$ cat config.mk
export PLATFORM = sky130hd
export DESIGN_NAME = key_debounce_array
export DESIGN_NICKNAME = d
export VERILOG_FILES = /design/src/rtl/key_debounce_array.sv
export SDC_FILE = /design/constraint.sdc
export NUM_CORES = 1
export LEC_CHECK = 0
export ABC_CLOCK_PERIOD_IN_PS = 2000
export CAP_MARGIN = 10
export CORE_UTILIZATION = 45
export CTS_BUF_LIST = sky130_fd_sc_hd__clkbuf_8
export DETAILED_ROUTE_END_ITERATION = 10
export GPL_ROUTABILITY_DRIVEN = 0
export SLEW_MARGIN = 20
export SYNTH_ARGS = -nofsm -noshare
export SYNTH_HDL_FRONTEND = slang
export SYNTH_SLANG_ARGS = --single-unit
$ cat constraint.sdc
create_clock -name system_clk -period 2 [get_ports system_clk]
set_input_delay 0.2 -clock system_clk [delete_from_list [all_inputs] [get_ports system_clk]]
set_output_delay 0.2 -clock system_clk [all_outputs]
set_load 0.02 [all_outputs]
$ cat src/rtl/key_debounce_array.sv
// Multi-channel push-button debouncer: 2-flop synchroniser, per-key debounce
// counter, and registered press / release / long-press single-cycle pulses.
module key_debounce_array #(
  parameter int unsigned NUM_KEYS   = 4,
  parameter int unsigned CNT_MAX    = 999_999,
  parameter int unsigned LONG_MAX   = 49_999_999,
  parameter bit          ACTIVE_LOW = 1'b1
) (
  input  logic                system_clk,
  input  logic                system_reset_n,
  input  logic [NUM_KEYS-1:0] key_in,
  output logic [NUM_KEYS-1:0] key_level,
  output logic [NUM_KEYS-1:0] press_flag,
  output logic [NUM_KEYS-1:0] release_flag,
  output logic [NUM_KEYS-1:0] long_flag
);

  localparam int unsigned CNT_W  = (CNT_MAX > 0) ? $clog2(CNT_MAX + 1) : 1;
  localparam int unsigned LONG_W = (LONG_MAX > 0) ? $clog2(LONG_MAX + 1) : 1;
  localparam logic [CNT_W-1:0]    CNT_TERM = CNT_W'(CNT_MAX);
  localparam logic [NUM_KEYS-1:0] IDLE     = {NUM_KEYS{ACTIVE_LOW}};

  logic [NUM_KEYS-1:0] sync1_q, sync2_q;
  logic [NUM_KEYS-1:0] sample;

  // NOTE: sequential state uses non-blocking assignments so every flop samples
  // pre-edge values; blocking here would collapse the synchroniser into one stage.
  // The synchroniser resets to the idle pin level so a key already held at
  // reset release still has to pass through both stages and full qualification.
  always_ff @(posedge system_clk or negedge system_reset_n) begin
    if (!system_reset_n) begin
      sync1_q <= IDLE;
      sync2_q <= IDLE;
    end else begin
      sync1_q <= key_in;
      sync2_q <= sync1_q;
    end
  end

  // Polarity-normalised sample: 1 = pressed.
  assign sample = sync2_q ^ IDLE;

  for (genvar k = 0; k < NUM_KEYS; k++) begin : g_key
    logic [CNT_W-1:0] cnt_q, cnt_d;
    logic             level_q, level_d;
    logic             press_q, press_d;
    logic             rel_q, rel_d;

    // NOTE: every variable gets a default at the top of always_comb, so no
    // path leaves it unassigned and no latch is inferred.
    always_comb begin
      cnt_d   = '0;
      level_d = level_q;
      press_d = 1'b0;
      rel_d   = 1'b0;
      if (sample[k] != level_q) begin
        if (cnt_q == CNT_TERM) begin
          level_d = ~level_q;
          press_d = ~level_q;
          rel_d   = level_q;
        end else begin
          cnt_d = cnt_q + CNT_W'(1);
        end
      end
    end

    always_ff @(posedge system_clk or negedge system_reset_n) begin
      if (!system_reset_n) begin
        cnt_q   <= '0;
        level_q <= 1'b0;
        press_q <= 1'b0;
        rel_q   <= 1'b0;
      end else begin
        cnt_q   <= cnt_d;
        level_q <= level_d;
        press_q <= press_d;
        rel_q   <= rel_d;
      end
    end

    assign key_level[k]    = level_q;
    assign press_flag[k]   = press_q;
    assign release_flag[k] = rel_q;

    if (LONG_MAX > 0) begin : g_long
      localparam logic [LONG_W-1:0] HOLD_TERM = LONG_W'(LONG_MAX);
      localparam logic [LONG_W-1:0] HOLD_PRE  = LONG_W'(LONG_MAX - 1);

      logic [LONG_W-1:0] hold_q, hold_d;
      logic              long_q, long_d;

      // Saturating at HOLD_TERM is what limits long_flag to one pulse per press.
      always_comb begin
        hold_d = hold_q;
        long_d = 1'b0;
        if (!level_q) begin
          hold_d = '0;
        end else if (hold_q != HOLD_TERM) begin
          hold_d = hold_q + LONG_W'(1);
          long_d = (hold_q == HOLD_PRE);
        end
      end

      always_ff @(posedge system_clk or negedge system_reset_n) begin
        if (!system_reset_n) begin
          hold_q <= '0;
          long_q <= 1'b0;
        end else begin
          hold_q <= hold_d;
          long_q <= long_d;
        end
      end

      assign long_flag[k] = long_q;
    end else begin : g_no_long
      assign long_flag[k] = 1'b0;
    end
  end

endmodule

==> flow_metrics.py <==
metrics = {
    "timing": {
        "hold_viol": 0,
        "remaining_max_slew_budget_at_the_tightest_pin_pct": 69.8,
        "grt_setup_unrepaired": "true",
        "tightest_slew_ns": 0.450,
        "final.setup_skew_ns": 0.0183,
        "min_period_over_period_pct": 100,
        "fmax_mhz": 498,
        "setup_violations": 1,
        "postLayoutSetupSlackWorst_ns": -0.00625,
        "hold_slack_ns": 0.0754,
        "slew_viol_final": 0,
        "layout_min_cycle_time_ns": 2.01,
    },
    "die": {
        "initial_core_util_pct": 46.1,
        "die_area_um2": 23100,
        "core_area_um2": 22000,
        "chipHeight_um": 152,
        "die_width_um": 152,
        "top_level_ports": 22,
        "num_rows": 54,
    },
    "clock_network": {
        "cts.htree.levels": 2,
        "cts.path.max_buffers": 3,
        "clock_latency_of_the_later_clocked_register_in_the_worst_skew_pair_ns": 0.53,
        "total_cts_buffers": 36,
        "cts.reportedPaths.clkPinSlew_ns": 0.06,
        "sink_count_of_the_clock_tree": 208,
        "cts-root-buf": "sky130_fd_sc_hd__clkbuf_8",
        "cts_tree": "built",
    },
    "logic_synthesis": {
        "avgSynthCellArea_um2": 9.77,
        "ys.warnings.count": 0,
        "synth.area.top_cells": "sky130_fd_sc_hd__dfrtp_1, sky130_fd_sc_hd__xnor2_1, sky130_fd_sc_hd__nor2_1",
        "synthMostInstantiatedCell": "sky130_fd_sc_hd__dfrtp_1",
        "post_synth_most_frequent_cells": "sky130_fd_sc_hd__dfrtp_1, sky130_fd_sc_hd__nor2_1, sky130_fd_sc_hd__xnor2_1",
        "synth_top_cell_area_share_pct": 49.4,
        "seq_area_frac_synth_pct": 51.5,
        "synth_edf_count": 0,
        "ys_types": 47,
        "synth.largest_area_cell": "sky130_fd_sc_hd__dfrtp_1",
        "ys.flop_type": "sky130_fd_sc_hd__dfrtp_1",
        "synth_cells": 1036,
        "syn-cell-area_um2": 10100,
        "syn_nets": 1054,
        "synth.ff_latch_count": 208,
        "synth-async-reset-ratio_pct": 100,
    },
    "finish": {
        "design_area_um2": 11900,
        "utilization_pct": 54.3,
        "final_nets": 1131,
        "area_taken_by_multi_input_logic_gates_um2": 4630,
        "final-seq-area_um2": 5220,
        "areaGrowthSynthToFinish_pct": 17.8,
        "num-fill-cells": 1961,
        "layout-drive-gt1-share_pct": 14.0,
        "n_antenna_cell": 0,
        "instances_no_fill": 1420,
    },
    "global_route": {
        "global_route_wire_length_before_repair_mm": 34.5,
        "global_route.usage.total_pct": 17.7,
        "overflow": 0,
        "first_global_vias": 7348,
        "antenna_violations_before_repair": 0,
        "grt_start_max_net_pins": 58,
    },
    "placement": {
        "detailedPlacementHpwl_mm": 12.6,
        "placedInstanceArea_um2": 11000,
        "numPortBuffers": 21,
        "placedCellCount": 1350,
    },
    "detailed_routing": {
        "vias_post_dr": 7339,
        "wirelength_mm": 19.1,
        "vias_per_cell": 5.17,
        "wl_per_cell_um": 13.5,
        "remaining_drc_errors": 4,
        "drt-initial-drc-count": 237,
        "postRouteAntennaNets": 0,
        "drt-pass1-iter-count": 7,
    },
    "setup_path": {
        "reg2regPathDepth": 6,
        "rr_startpoint": "g_key[3].g_long.hold_q[0]$_DFFE_PN0P_",
        "cp-endpoint": "g_key[3].g_long.hold_q[16]$_DFFE_PN0P_",
        "critical_path_peak_fanout": 6,
        "regToRegEndpoint": "g_key[3].g_long.hold_q[16]$_DFFE_PN0P_",
        "cp-startpoint": "g_key[3].g_long.hold_q[0]$_DFFE_PN0P_",
        "required_ns": 2.44,
        "end_kind": "flip-flop",
        "worst-endpoint-arrival_ns": 2.44,
        "crit_type": "reg -> reg",
        "critPathLaunchType": "flip-flop",
        "rrSetupSlack_ns": -0.006,
    },
    "job": {
        "drv.max_cap_violation_count": 0,
    },
    "hold_path": {
        "min-delay-path-class": "in -> reg",
    },
    "run_status": {
        "status": "finished with violations",
        "failed_checks": "design-rule violations, negative setup slack",
    },
    "power": {
        "powerDensity_nw_per_um2": 744,
        "p_leak_nw": 4.91,
        "fin_total_pwr_w": 0.00887,
        "ir_worst_vdd_mv": 0.403,
    },
}
[flip-flops by register name, summed over array words and instances (netlist names)]
name / cells
g_key.level_q: 4
g_key.g_long.hold_q: 104
g_key.rel_q: 4
g_key.press_q: 4
sync1_q: 4
g_key.g_long.long_q: 4
g_key.cnt_q: 80
sync2_q: 4
[kinds of logic after synthesis]
group | count (synthesis) | synth area share (%)
xor gates and xnor gates | 140 | 12.1
DFF | 208 | 51.5
buffers and inverters | 73 | 3.52
and+or+nand+nor | 524 | 26.3
adders and majority gates | 12 | 1.48
muxes | 9 | 0.890
AOI/OAI and AO/OA | 70 | 4.13
[per-stage QoR]
stage	setup slack, ns	TNS [ns]
floorplan	0.0838	0
global placement	0.0790	0
detailed placement	0.00714	0
CTS	0.00459	0
global route	-0.0705	-0.173
finish	-0.00625	-0.00625
[worst min-delay path by stage]
stage	slack [ns]	depth (start not counted)	end	startpoint
2_1_floorplan	-0.1	0	g_key[0].cnt_q[0]$_DFF_PN0_	system_reset_n
3_3_place_gp	0.14	1	g_key[0].cnt_q[3]$_DFF_PN0_	system_reset_n
3_5_place_dp	0.14	1	g_key[0].cnt_q[3]$_DFF_PN0_	system_reset_n
4_1_cts	0.05	1	sync1_q[3]$_DFF_PN1_	key_in[3]
5_1_grt	0.05	1	sync1_q[0]$_DFF_PN1_	key_in[0]
6_report	0.08	1	sync1_q[3]$_DFF_PN1_	key_in[3]
[worst max-delay path, cell delays in order, from the launching register on]
cell	delay [ns]
sky130_fd_sc_hd__dfrtp_1	0.39
sky130_fd_sc_hd__ha_1	0.20
sky130_fd_sc_hd__nand3_2	0.11
sky130_fd_sc_hd__or4_4	0.60
sky130_fd_sc_hd__clkbuf_2	0.17
sky130_fd_sc_hd__or3_1	0.31
sky130_fd_sc_hd__a21oi_1	0.14
[routing by layer]
layer	part of all wire, %	track usage (%)
met5	0	0
met4	1.5	6.41
met3	3.3	3.08
met2	44	27.5
met1	51	24.8
[report_power, final]
part / leakage (nW) / switching [W] / internal [W] / total [W]
registers: 2.87 / 0.0000288 / 0.00424 / 0.00427
logic: 1.60 / 0.000128 / 0.0000624 / 0.000191
clock network: 0.443 / 0.00177 / 0.00264 / 0.00441
total: 4.91 / 0.00193 / 0.00694 / 0.00887
[layout by cell type (no fill, tap or decap), drive strengths merged, types with 3 or more instances in the layout]
cell type	n
clkinv	4
bufinv	4
clkdlybuf4s50	20
a21oi	19
nor4bb	5
nor4b	3
nor3b	4
buf	63
nor3	41
clkinvlp	4
nand2	71
or3	15
xnor2	77
mux2i	9
nand4b	5
o21ai	24
ha	12
inv	33
nor2	171
a211oi	5
dfstp	8
a31oi	10
nand2b	10
or2	4
nand4	36
and2	5
xor2	63
nand3	73
or4	7
o31ai	3
nor4	22
clkbuf	48
dfrtp	200
and3	33
and4	15
[repair_timing]
item                                    in CTS  in global routing
endpoints found under the hold margin      130                  0
pin swaps                                    0                  5
hold buffers                                 1                  0
buffers inserted                             0                  4
endpoints found under the setup margin       2                 24
resized for setup                            2                 16
[area by class of cell]
cell class | instances | area share [%]
sequential | 208 | 43.8
multi-input combinational | 755 | 38.8
timing repair buffer | 85 | 6.57
clock buffer | 47 | 5.43
tap | 280 | 2.94
clock inverter | 18 | 1.62
inverter | 27 | 0.850
No activity file was read; power rests on OpenSTA's default activity.
